### src/rtl/column_flattener.sv
// Purpose : expands one column descriptor (index, wall height, colour) into a full
//           column of RGB565 pixels: ceiling above the wall slice, floor below it.
// Latency : row 0 is presented the cycle after acceptance; one row per cycle, no gaps.
// Backpr. : col_ready_out is high only when idle (including the last-row cycle);
//           the pixel stream has no ready and cannot be stalled.
//
// Ports:
//   pixel_clk_in        clock, rising edge
//   rst_in              asynchronous active-low reset
//   col_valid_in/col_ready_out   descriptor handshake
//   col_index_in, wall_height_in, wall_color_in, col_last_in   descriptor fields
//   ray_valid_out, ray_address_out, ray_pixel_out, ray_last_pixel_out   pixel stream
module column_flattener #(
    parameter int          SCREEN_WIDTH  = 320,
    parameter int          SCREEN_HEIGHT = 180,
    parameter logic [15:0] CEIL_COLOR    = 16'h0000,
    parameter logic [15:0] FLOOR_COLOR   = 16'h4208
) (
    input  logic        pixel_clk_in,
    input  logic        rst_in,
    input  logic        col_valid_in,
    output logic        col_ready_out,
    input  logic [8:0]  col_index_in,
    input  logic [7:0]  wall_height_in,
    input  logic [15:0] wall_color_in,
    input  logic        col_last_in,
    output logic        ray_valid_out,
    output logic [15:0] ray_address_out,
    output logic [15:0] ray_pixel_out,
    output logic        ray_last_pixel_out
);

    typedef enum logic {
        IDLE = 1'b0,
        DRAW = 1'b1
    } state_t;

    // Per-column context captured at acceptance; row arithmetic is done in 16 bits
    // so the comparisons stay width-matched for any screen size.
    typedef struct packed {
        logic [15:0] top;
        logic [15:0] bottom;
        logic [15:0] color;
        logic        last;
    } col_ctx_t;

    localparam logic [15:0] SW       = 16'(SCREEN_WIDTH);
    localparam logic [15:0] SH       = 16'(SCREEN_HEIGHT);
    localparam logic [15:0] LAST_ROW = 16'(SCREEN_HEIGHT - 1);

    function automatic logic [15:0] shade(input logic [15:0] row,
                                          input logic [15:0] top,
                                          input logic [15:0] bottom,
                                          input logic [15:0] wall);
        if (row < top)
            return CEIL_COLOR;
        else if (row < bottom)
            return wall;
        else
            return FLOOR_COLOR;
    endfunction

    state_t      state_q, state_d;
    logic [15:0] row_q, row_d;          // row to present on the next edge
    col_ctx_t    ctx_q, ctx_d;

    logic        vld_d;
    logic [15:0] addr_d;
    logic [15:0] pix_d;
    logic        last_d;

    logic        accept;
    logic        in_range;
    logic [15:0] h_ext;
    logic [15:0] h_clamp;
    logic [15:0] top_in;
    logic [15:0] bottom_in;

    assign col_ready_out = (state_q == IDLE);

    always_comb begin
        accept    = col_valid_in && (state_q == IDLE);
        in_range  = ({7'b0, col_index_in} < SW);
        h_ext     = {8'b0, wall_height_in};
        h_clamp   = (h_ext > SH) ? SH : h_ext;
        top_in    = (SH - h_clamp) >> 1;
        bottom_in = top_in + h_clamp;

        state_d = state_q;
        row_d   = row_q;
        ctx_d   = ctx_q;
        vld_d   = 1'b0;
        addr_d  = 16'h0000;
        pix_d   = 16'h0000;
        last_d  = 1'b0;

        case (state_q)
            IDLE: begin
                // Out-of-range descriptors are consumed by the handshake and dropped.
                if (accept && in_range) begin
                    state_d = DRAW;
                    ctx_d   = '{top: top_in, bottom: bottom_in,
                                color: wall_color_in, last: col_last_in};
                    row_d   = 16'd1;
                    // Row 0 is produced straight from the inputs so it appears
                    // the cycle right after acceptance.
                    vld_d   = 1'b1;
                    addr_d  = {7'b0, col_index_in};
                    pix_d   = shade(16'd0, top_in, bottom_in, wall_color_in);
                end
            end
            DRAW: begin
                vld_d  = 1'b1;
                // Address walks down the column by one screen row per cycle.
                addr_d = ray_address_out + SW;
                pix_d  = shade(row_q, ctx_q.top, ctx_q.bottom, ctx_q.color);
                if (row_q == LAST_ROW) begin
                    // Leave DRAW as the last row is registered so the next
                    // descriptor can be taken during the last-row cycle.
                    last_d  = ctx_q.last;
                    state_d = IDLE;
                end else begin
                    row_d = row_q + 16'd1;
                end
            end
            default: state_d = IDLE;
        endcase
    end

    always_ff @(posedge pixel_clk_in or negedge rst_in) begin
        if (!rst_in) begin
            state_q            <= IDLE;
            row_q              <= 16'h0000;
            ctx_q              <= '0;
            ray_valid_out      <= 1'b0;
            ray_address_out    <= 16'h0000;
            ray_pixel_out      <= 16'h0000;
            ray_last_pixel_out <= 1'b0;
        end else begin
            state_q            <= state_d;
            row_q              <= row_d;
            ctx_q              <= ctx_d;
            ray_valid_out      <= vld_d;
            ray_address_out    <= addr_d;
            ray_pixel_out      <= pix_d;
            ray_last_pixel_out <= last_d;
        end
    end

endmodule

### config.mk
export PLATFORM = sky130hd
export DESIGN_NAME = column_flattener
export DESIGN_NICKNAME = d
export VERILOG_FILES = /design/src/rtl/column_flattener.sv
export SDC_FILE = /design/constraint.sdc
export NUM_CORES = 1
export LEC_CHECK = 0
export CAP_MARGIN = 20
export CORE_MARGIN = 1.5
export CORE_UTILIZATION = 55
export CTS_CLUSTER_DIAMETER = 200
export DETAILED_ROUTE_END_ITERATION = 8
export GPL_ROUTABILITY_DRIVEN = 0
export PLACE_DENSITY = 0.8
export SLEW_MARGIN = 20
export SYNTH_ARGS = -nofsm -noshare
export SYNTH_HDL_FRONTEND = slang
export SYNTH_SLANG_ARGS = --single-unit
### constraint.sdc
create_clock -name pixel_clk_in -period 7.1 [get_ports pixel_clk_in]
set_clock_uncertainty 0.15 [all_clocks]
set_input_delay 0.71 -clock pixel_clk_in [delete_from_list [all_inputs] [get_ports pixel_clk_in]]
set_output_delay 0.71 -clock pixel_clk_in [all_outputs]
set_load 0.05 [all_outputs]
==> flow_metrics.py <==
metrics = {
    "status": {
        "status": "completed",
    },
    "grt": {
        "grt_start_max_net_pins": 67,
        "grt_util_met3": 0.0486,
        "grt.overflow.total": 0,
        "top_usage_layer": "met2",
        "grt.total_usage": 0.249,
        "grt_pass1_vias": 4295,
        "antenna_found_initial": 0,
        "grt_pass1_wl_mm": 20.3,
        "met2_usage": 0.415,
        "grt_use_met1": 0.328,
    },
    "clock_network": {
        "cts_tree": "done",
        "cts_buffers": 9,
        "root_buffer": "clkbuf_8",
        "cts.clk_slew.worst_paths_ns": 0.10,
        "clock_latency_ns": 0.38,
        "clockBufferDepth": 2,
        "htree_levels": 3,
        "cts_resized": 0,
        "post_cts_buffers": 0,
        "clock-sinks": 92,
        "hold_buffers": 0,
    },
    "timing": {
        "fin_crit_ns": 5.29,
        "fin_crit_sh": 0.745,
        "final_hold_viol_count": 0,
        "setup_viol": 0,
        "worst_slew_pin_slew_ns": 0.817,
        "timing.fmax_ghz": 0.189,
        "rsz0062_at_grt": "false",
        "drv_slew": 0,
        "relSlewSlack": 0.455,
        "fin_tns_setup_ns": 0,
    },
    "power": {
        "power.net_switching_mw": 0.813,
        "finalPower_mw": 1.93,
        "leakage_nw": 3.04,
        "p_clk_frac": 0.184,
        "p_per_area_nw_per_um2": 300,
        "peakVddDrop_mv": 0.176,
        "seq_power_share": 0.407,
        "p_sw_frac": 0.422,
        "p_int_mw": 1.11,
        "power_frac_comb": 0.409,
    },
    "synth": {
        "yosysWarningCount": 0,
        "synth_top_area_frac": 0.424,
        "ys_ff_latch": 92,
        "synth_top_area_cell": "dfrtp_1",
        "ys_seq_area_frac": 0.424,
        "synth_cell_types": 60,
        "synth_most_common_cell": "nand2_1",
        "netlist_instances": 584,
        "syn_area_um2": 5430,
        "synthFlopType": "dfrtp_1",
        "syn_area_per_cell_um2": 9.30,
        "async_reset_ff_frac": 1.00,
        "netlist_top_cells_area": "dfrtp_1 42%, ha_1 9.9%, nand2_1 8.0%, xor2_1 2.9%, o21ai_0 2.8%",
        "syn_nets": 664,
        "synth_edf_count": 0,
        "synthTopCellsByCount": "115 x nand2_1, 92 x dfrtp_1, 43 x ha_1",
    },
    "critical_path": {
        "end_kind": "register",
        "required_ns": 7.22,
        "critPathMaxStageDelay_ns": 0.51,
        "reg2reg_slack_ns": 4.14,
        "r2r_end": "ray_pixel_out[15]$_DFF_PN0_",
        "path_max_fanout": 16,
        "worstRegToRegCells": 10,
        "crit_type": "primary input to register",
        "r2r_start": "row_q[9]$_DFFE_PN0P_",
        "crit_slowest_cell": "clkdlybuf4s50_1",
        "start_kind": "primary input",
        "crit_arrival_ns": 5.41,
        "cp_common_cell": "ha_1",
        "crit_chain": "clkdlybuf4s50_1 > o21a_1 > o311ai_2 > nand2_1 > ha_1 > a21oi_1 > and3_1 > xnor2_1 > inv_1 > ha_1 > a21o_1 > mux2i_1 > o211ai_1 > a311oi_1 > nor3_1 > a31oi_1 > nor4_4 > buf_4 > a211o_1",
    },
    "floorplan": {
        "dieArea_um2": 10500,
        "core_area_um2": 9680,
        "row_count": 36,
        "die-height_um": 102,
        "fp.dieW_um": 102,
        "pin_count": 72,
        "initial_core_util": 0.561,
    },
    "routing": {
        "drt_iter0_drc": 244,
        "viasPerCell": 5.74,
        "drt.antenna.violating_nets": 0,
        "vias": 4497,
        "post_drt_wl_per_cell_um": 16.2,
        "drc_errors": 0,
        "drt_wl_total_mm": 12.7,
        "dr.pass1.iters": 5,
    },
    "layout": {
        "nets": 726,
        "drive_gt1_frac": 0.0737,
        "fillers": 776,
        "antennaDiodeCount": 0,
        "layout-area-overhead-vs-synth_pct": 18.1,
        "stdcell_area_um2": 6410,
    },
    "placement": {
        "port_buffers": 71,
        "hpwl_mm": 9.21,
        "dpl_cell_area_um2": 6220,
    },
    "flow_run": {
        "maxCapViolCount": 0,
    },
    "worst_hold_path": {
        "hp-class": "primary input to asynchronous set/reset pin",
    },
}
## worst max path at each step
stage / to / start
2_1_floorplan: ray_pixel_out[10]$_DFF_PN0_ / wall_height_in[6]
3_3_place_gp: ray_pixel_out[14]$_DFF_PN0_ / wall_height_in[1]
3_5_place_dp: ray_pixel_out[9]$_DFF_PN0_ / wall_height_in[1]
4_1_cts: ray_pixel_out[9]$_DFF_PN0_ / wall_height_in[1]
5_1_grt: ray_pixel_out[9]$_DFF_PN0_ / wall_height_in[1]
6_report: ray_pixel_out[9]$_DFF_PN0_ / wall_height_in[1]
## layout make-up
cell class	count	area [um^2]	area share
Multi-Input combinational cell	430	2870	0.447
Inverter	36	135	0.0211
Tap cell	133	166	0.0259
Clock buffer	9	124	0.0193
Timing Repair Buffer	77	753	0.117
Clock inverter	7	66.3	0.0103
Sequential cell	92	2300	0.359
## metrics by stage
stage          std cells  utilization  hold slack, ns  worst slack, ns
2_1_floorplan        584            -           0.264             2.43
3_3_place_gp         768        0.643           0.309             1.70
3_5_place_dp         768        0.643           0.314             1.47
4_1_cts              784        0.662          0.0939             1.88
5_1_grt              784        0.662          0.0975             1.49
6_report             784        0.662          0.0845             1.81
## registers in the layout (all words and copies together), names as in the netlist
signal              count
ray_last_pixel_out      1
state_q                 1
ray_address_out        16
row_q                  16
ray_pixel_out          16
ray_valid_out           1
ctx_q                  41
## cells by family (layout without fill, tap and decap cells)
kind of cell / count (synthesis) / after routing / share of synthesized area
XOR/XNOR: 29 / 29 / 0.0468
flip-flops: 92 / 92 / 0.424
adder cells (fa/ha/maj): 43 / 43 / 0.0991
AO/OA/AOI/OAI: 139 / 139 / 0.194
multiplexers: 2 / 2 / 0.00369
buffers and inverters: 62 / 129 / 0.0482
AND/OR/NAND/NOR: 217 / 217 / 0.184
## layer usage
metal / share of wire / vias to the layer above
met4: 0.023 / 0
met3: 0.052 / 27
met2: 0.48 / 136
met1: 0.44 / 2174
li1: - / 2160
met5: 0 / -
## worst max-delay path, delay by kind of cell
family	cells	cell delay (ns)
buffers and inverters	3	0.83
AND/OR/NAND/NOR	4	0.56
XOR/XNOR	1	0.17
AO/OA/AOI/OAI	8	2.20
adder cells (fa/ha/maj)	2	0.72
multiplexers	1	0.21
## power by group through the flow
stage,Sequential [mW],Combinational (mW),Clock (mW)
3_5_place_dp,0.793,0.785,0
3_3_place_gp,0.781,0.751,0
5_1_grt,0.801,0.872,0.380
6_report,0.783,0.788,0.354
2_1_floorplan,0.901,0.421,0
4_1_cts,0.782,0.791,0.359
## cells in the final DEF, fill, tap and decap left out, types with 10 or more instances in the layout
| cell type | instances |
|---|---|
| o21ai_0 | 30 |
| and3_1 | 11 |
| xnor2_1 | 11 |
| dfrtp_1 | 92 |
| o2bb2ai_2 | 10 |
| nor2_1 | 33 |
| ha_1 | 43 |
| nand2_1 | 115 |
| clkdlybuf4s50_1 | 70 |
| a22o_1 | 10 |
| a21oi_1 | 24 |
| inv_1 | 36 |
| xor2_1 | 18 |
| nand3_1 | 16 |
| a21o_1 | 10 |
No activity file was read; power rests on OpenSTA's default activity.
==> variant 1: new RTL, config.mk and constraints unchanged <==
Reset style: synchronous (`rst_in`), changed in one clocked block. Comments in the files are not updated.
--- a/src/rtl/column_flattener.sv
+++ b/src/rtl/column_flattener.sv
@@ -127,7 +127,7 @@
         endcase
     end
 
-    always_ff @(posedge pixel_clk_in or negedge rst_in) begin
+    always_ff @(posedge pixel_clk_in) begin
         if (!rst_in) begin
             state_q            <= IDLE;
             row_q              <= 16'h0000;
Formal check against the unedited RTL: differs if rst_in is asserted again (counterexample within 4 cycles, from zero or initial values and one cycle with rst_in low); with rst_in held inactive, the same outputs for 10 cycles.
==> variant 1 against the original RTL <==
- area after synthesis down 4.3%
- fmax is 0.23% lower
- routed wire length is 5.4% lower
- setup slack got worse by 0.012 ns
- synthesized cell count grew 4.5%
- sequential cell count unchanged
- cell count unchanged
- cell area is 3.8% lower
- critical path type unchanged
Power is not compared: it rests on default switching activity, and its combinational part moved more than twofold at a synthesized area within 25%.
==> variant 1: results (changes against the original RTL) <==
- Run status: completed
- Async set or reset register ratio after synthesis: 0 (-1.00)
- The final net count is 748 (+3.0%).
* Max-slew headroom at the worst pin: 0.531 (+0.0762)
* Clock buf/inv share: 0.0377 (+0.00807)
- The ratio of routed vias to standard cells is 5.88 (+2.5%).
- The non-clock buffer instance count of the final layout came to 74 (-3.9%).
* Routed length on met2: 5860 microns (-4.2%)
- List of most frequent post-synthesis cells: 92 x dfxtp_1, 81 x nand2_1, 43 x ha_1
- Area taken by flip-flops and latches: 1840 sq um (-20%)
- The worst endpoint data arrival time is 5.40 ns (about the same).
- End-of-flow core utilization: 0.671 (+0.00861)
- Area post-placement: 5940 sq um (-4.6%)
- The worst hold slack is 0.315 ns (+0.230 ns).
- Proportion of synthesized chip area in sequential cells: 0.354 (-0.0696)
- The total wire length came to 12,000 microns (-5.4%).
* Worst setup endpoint: ray_pixel_out[11]
* Post-Synthesis Cells: 610 (+4.5%)
- The layout cell share with drive strength beyond 1 was 0.0505 (-0.0232).
- Largest fanout of any net on the critical path: 13 (-3)
- Dominant register cell in the synthesized netlist: dfxtp_1
- The worst register-to-register path begins at row_q[14].
- The later-pin clock latency in the skew report was 0.36 ns (-0.02 ns).
* Die span in x: 100 microns (-2.1%)
- Post-synthesis xor/xnor area fraction: 0.0405 (-0.00633)
- The sequential cell count is 92 (unchanged).
- Fill cell total of the finished layout: 762 (-1.8%)
- Adder-Cell Fraction of Synth Area: 0.104 (+0.00444)
- The maximum number of pins on one net before global-route repair was 59 (-12%).
* Critical Path Start: wall_height_in[4]
* Cell types with the largest area share after synthesis: dfxtp_1 35%, ha_1 10%, nand2_1 5.9%
- Routed wire length on met3: 552 microns (-16%)
- Estimated wirelength of the detail-placed design: 8830 microns (-4.1%)
- The first-pass GRT wire length came to 19,800 microns (-2.4%).
- Post-place setup slack: 1.47 ns (+0.00340 ns)
- Met1 layer usage reported by global route: 0.315 (-0.0130)
- The met2 track demand over resource was 0.415 (about the same).
* Via total after detailed routing: 4,610 (+2.5%)
- Period utilisation layout: 0.746 (+0.00171)
* Non-clock buffers, area share: 0.119 (+0.00140)
* Count of routing violations after the opening detailed-route iteration: 222 (-9.0%)
- The proportion of cell area occupied by multi-input gates came to 0.501 (+0.0542).
- Multiplexer fraction of the synthesized cell area: 0.00626 (+0.00257)
- The clock buffer count came to 10 (+1).
- The number of library cell types mapped by synthesis came to 69 (+15%).
- Total routed wire length on the met1 layer: 5460 microns (-3.4%)
* Class of the tightest hold or removal check: reg -> reg
[variant 1: critical path: stages]
cell and delay (ns):
clkdlybuf4s50_1 0.64, nand2_1 0.25, nor2_1 0.07, o21ai_0 0.26, nand2_1 0.13, ha_1 0.29, a21o_1 0.24, or3_1 0.34
a22oi_1 0.27, ha_1 0.39, nand3_1 0.14, and2_1 0.23, o21ai_0 0.15, a211o_1 0.32, a221oi_2 0.23, a41oi_2 0.41
a22o_1 0.32
[variant 1: worst min-delay path by stage]
stage                                    end  cells after the start
final                              ctx_q[15]                      2
after global routing               ctx_q[15]                      2
after CTS                          ctx_q[15]                      2
after detailed placement           ctx_q[15]                      2
after global placement              ctx_q[4]                      2
after floorplan           ray_last_pixel_out                      2
[variant 1: report_power, final]
group          leakage [nW]  switching, W  internal, W
clock network         0.117      0.000191     0.000211
logic                  1.50      0.000144    0.0000970
registers             0.748     0.0000130     0.000536
total                  2.36      0.000348     0.000844
==> variant 2: new RTL, same flow settings <==
Without the edit above. `FLOOR_COLOR`: 16'h4208 -> 16'h2104.
--- a/src/rtl/column_flattener.sv
+++ b/src/rtl/column_flattener.sv
@@ -14,7 +14,7 @@
     parameter int          SCREEN_WIDTH  = 320,
     parameter int          SCREEN_HEIGHT = 180,
     parameter logic [15:0] CEIL_COLOR    = 16'h0000,
-    parameter logic [15:0] FLOOR_COLOR   = 16'h4208
+    parameter logic [15:0] FLOOR_COLOR   = 16'h2104
 ) (
     input  logic        pixel_clk_in,
     input  logic        rst_in,
Function: same outputs for any inputs over 10 cycles, from zero or initial values and one cycle with rst_in low; that may be too few to reach the edited logic, so the function may still have changed.
==> variant 2 against the original RTL <==
- sequential cell count unchanged
- area after synthesis down 1.9%
- cell count down 3.3%
- cell area down 1.4%
- routed wire length down 5.7%
- first-iteration DRC count down 14%
- setup slack worse by 0.60 ns
- count of clock-buffer cells in the layout unchanged
- total power down 2.5%
- critical path type unchanged
- largest cell class unchanged
- largest power group is now registers
==> variant 2: results (changes against the original RTL) <==
- The run finished with clean final reports.
- Proportion of synthesized chip area in sequential cells: 0.432 (+0.00837)
* Largest fanout of any net on the critical path: 13 (-3)
- The layout cell share with drive strength beyond 1 was 0.0572 (-0.0165).
- The number of violations reported at the end of detailed-routing iteration 0 came to 210 (-14%).
- Number of setup buffers added after CTS: 0 (unchanged)
- The worst setup slack after placement came to 0.965 ns (-0.506 ns).
- The endpoint identified for the worst register-to-register timing path is ray_pixel_out[15].
* Register with the highest flop count: ctx_q
* Total routed wire length on the met1 layer: 5220 microns (-7.6%)
- The final net count is 704 (-3.0%).
- The number of antenna violations at the first check in global routing came to 0 (unchanged).
- The average routed wire per standard cell is 15.8 microns (-2.4%).
- The leakage power was 3.03 nW (-0.47%).
- The slew at the pin with the worst max-slew slack was 0.729 ns (-0.0880 ns).
- The half-perimeter wire length after detailed placement came to 8860 microns (-3.8%).
- Final antenna diode count: 0 (unchanged)
- Count of cells resized by post-cts repair: 0 (unchanged)
* Final ANT Viol Nets: 0 (unchanged)
* Buffer depth of the longest clock path: 2 (unchanged)
- Largest stage delay on the critical path: 0.55 ns (+0.04 ns)
- Cell types with the largest area share after synthesis: dfrtp_1 43%, ha_1 10%, nand2_1 6.3%
- The share of synthesized flip-flops with an asynchronous set or reset came to 1.00 (unchanged).
* Pin count of the biggest net entering global routing: 54 (-19%)
- Synthesis warning total: 0 (unchanged)
- Top metal layer carrying routed signals: met4
* Wire length of the first global-routing pass: 19,600 microns (-3.3%)
- The total net switching power came to 0.000776 W (-4.5%).
- The number of filler instances in the final layout came to 713 (-8.1%).
- Max Cap Viol: 0 (unchanged)
* Worst EP arrival: 5.99 ns (+0.58 ns)
* Routed wire length on met3: 467 microns (-29%)
- The tree is rooted in a clkbuf_8.
* Highest ir drop seen on vdd: 205 uV (+16%)
- The global-route usage over all layers was 0.243 (-0.00664).
- Vias per std cell: 5.70 (-0.71%)
- The number of library cell types mapped by synthesis is 65 (+8.3%).
* List of most frequent post-synthesis cells: 92 x dfrtp_1, 90 x nand2_1, 43 x ha_1
* Vias in the first global route: 4,108 (-4.4%)
- Pins over their slew limit: 0 (unchanged)
- The slowest stage of the critical path belongs to the cell clkdlybuf4s50_1.
- The wire length on met2 is 6150 microns (+0.52%).
- The later-pin clock latency in the skew report was 0.36 ns (-0.02 ns).
* H-Tree Depth: 3 (unchanged)
- In this run the worst hold path is classified as in -> async.
- The worst-case reg-to-reg path depth was 7 (-3).
* Origin of the critical flop-to-flop path: state_q
* Number of iterations in the first detailed-routing pass: 4 (-1)
- The number of clock buffers inserted by TritonCTS was 9 (unchanged).
- Flip-flop count of the largest register after layout: 41 (unchanged)
- R2r setup slk: 3.95 ns (-0.19 ns)
* Clock transition at the registers of the reported paths: 0.10 ns (about the same)
- The number of nets in the synthesized netlist was 639 (-3.8%).
==> variant 2: changes by cell type after synthesis, sizes merged, moves of 4 or more <==
cell,delta
o2bb2ai,-13
a211o,-5
a22o,+9
a31oi,-5
a21o,+6
nor2b,-5
xnor2,+4
nand2,-25
==> variant 2: area by class of cell <==
cell class	instances	area (sq um)	area share
inverters	36	135	0.0214
clock buffers	9	124	0.0196
multi-input cells	410	2790	0.441
clock inverters	7	76.3	0.0121
flip-flops and latches	92	2300	0.364
repair buffers	75	738	0.117
well taps	129	161	0.0255
==> variant 2: cells by family after synthesis <==
| logic type | Yosys count | share of synthesized area |
|---|---|---|
| and+or+nand+nor | 193 | 0.167 |
| AOI/OAI and AO/OA | 139 | 0.191 |
| DFF | 92 | 0.432 |
| buffers and inverters | 57 | 0.0442 |
| adders and majority gates | 43 | 0.101 |
| xor gates and xnor gates | 32 | 0.0555 |
| muxes | 3 | 0.00893 |
==> variant 2: how the worst max path moves through the flow <==
stage,startpoint,endpoint,slack (ns),cells after the start
finish,wall_height_in[6],ray_pixel_out[15],1.22,18
global route,wall_height_in[6],ray_pixel_out[15],0.86,18
global placement,wall_height_in[6],ray_pixel_out[15],1.11,18
CTS,wall_height_in[6],ray_pixel_out[15],1.34,18
floorplan,wall_height_in[3],ray_pixel_out[10],2.02,19
detailed placement,wall_height_in[6],ray_pixel_out[15],0.97,18
==> variant 2: power groups by stage <==
stage	sequential (W)	clock, W	combinational [W]
finish	0.000770	0.000346	0.000762
global route	0.000789	0.000373	0.000842
CTS	0.000769	0.000353	0.000764
detailed placement	0.000779	0	0.000759
global placement	0.000775	0	0.000731
floorplan	0.000886	0	0.000408
==> variant 2: worst max-delay path, delay by kind of cell <==
family,cells,cell delay [ns]
simple gates,5,0.89
fa+ha+maj,2,0.70
mux,1,0.12
buf+inv,1,0.55
compound gates,9,3.00
==> variant 2: metal layers <==
| layer | vias up | track usage |
|---|---|---|
| met3 | 15 | 0.0366 |
| li1 | 2103 | - |
| met2 | 115 | 0.418 |
| met4 | 0 | 0.0673 |
| met5 | - | 0 |
| met1 | 2084 | 0.322 |
==> variant 2: through the flow <==
step	hold WS, ns	total power, W	std cells	cell area [sq um]
floorplan	0.264	0.00129	559	5320
global placement	0.308	0.00151	742	6120
detailed placement	0.314	0.00154	742	6120
CTS	0.179	0.00189	758	6320
global route	0.201	0.00200	758	6320
finish	0.156	0.00188	758	6320
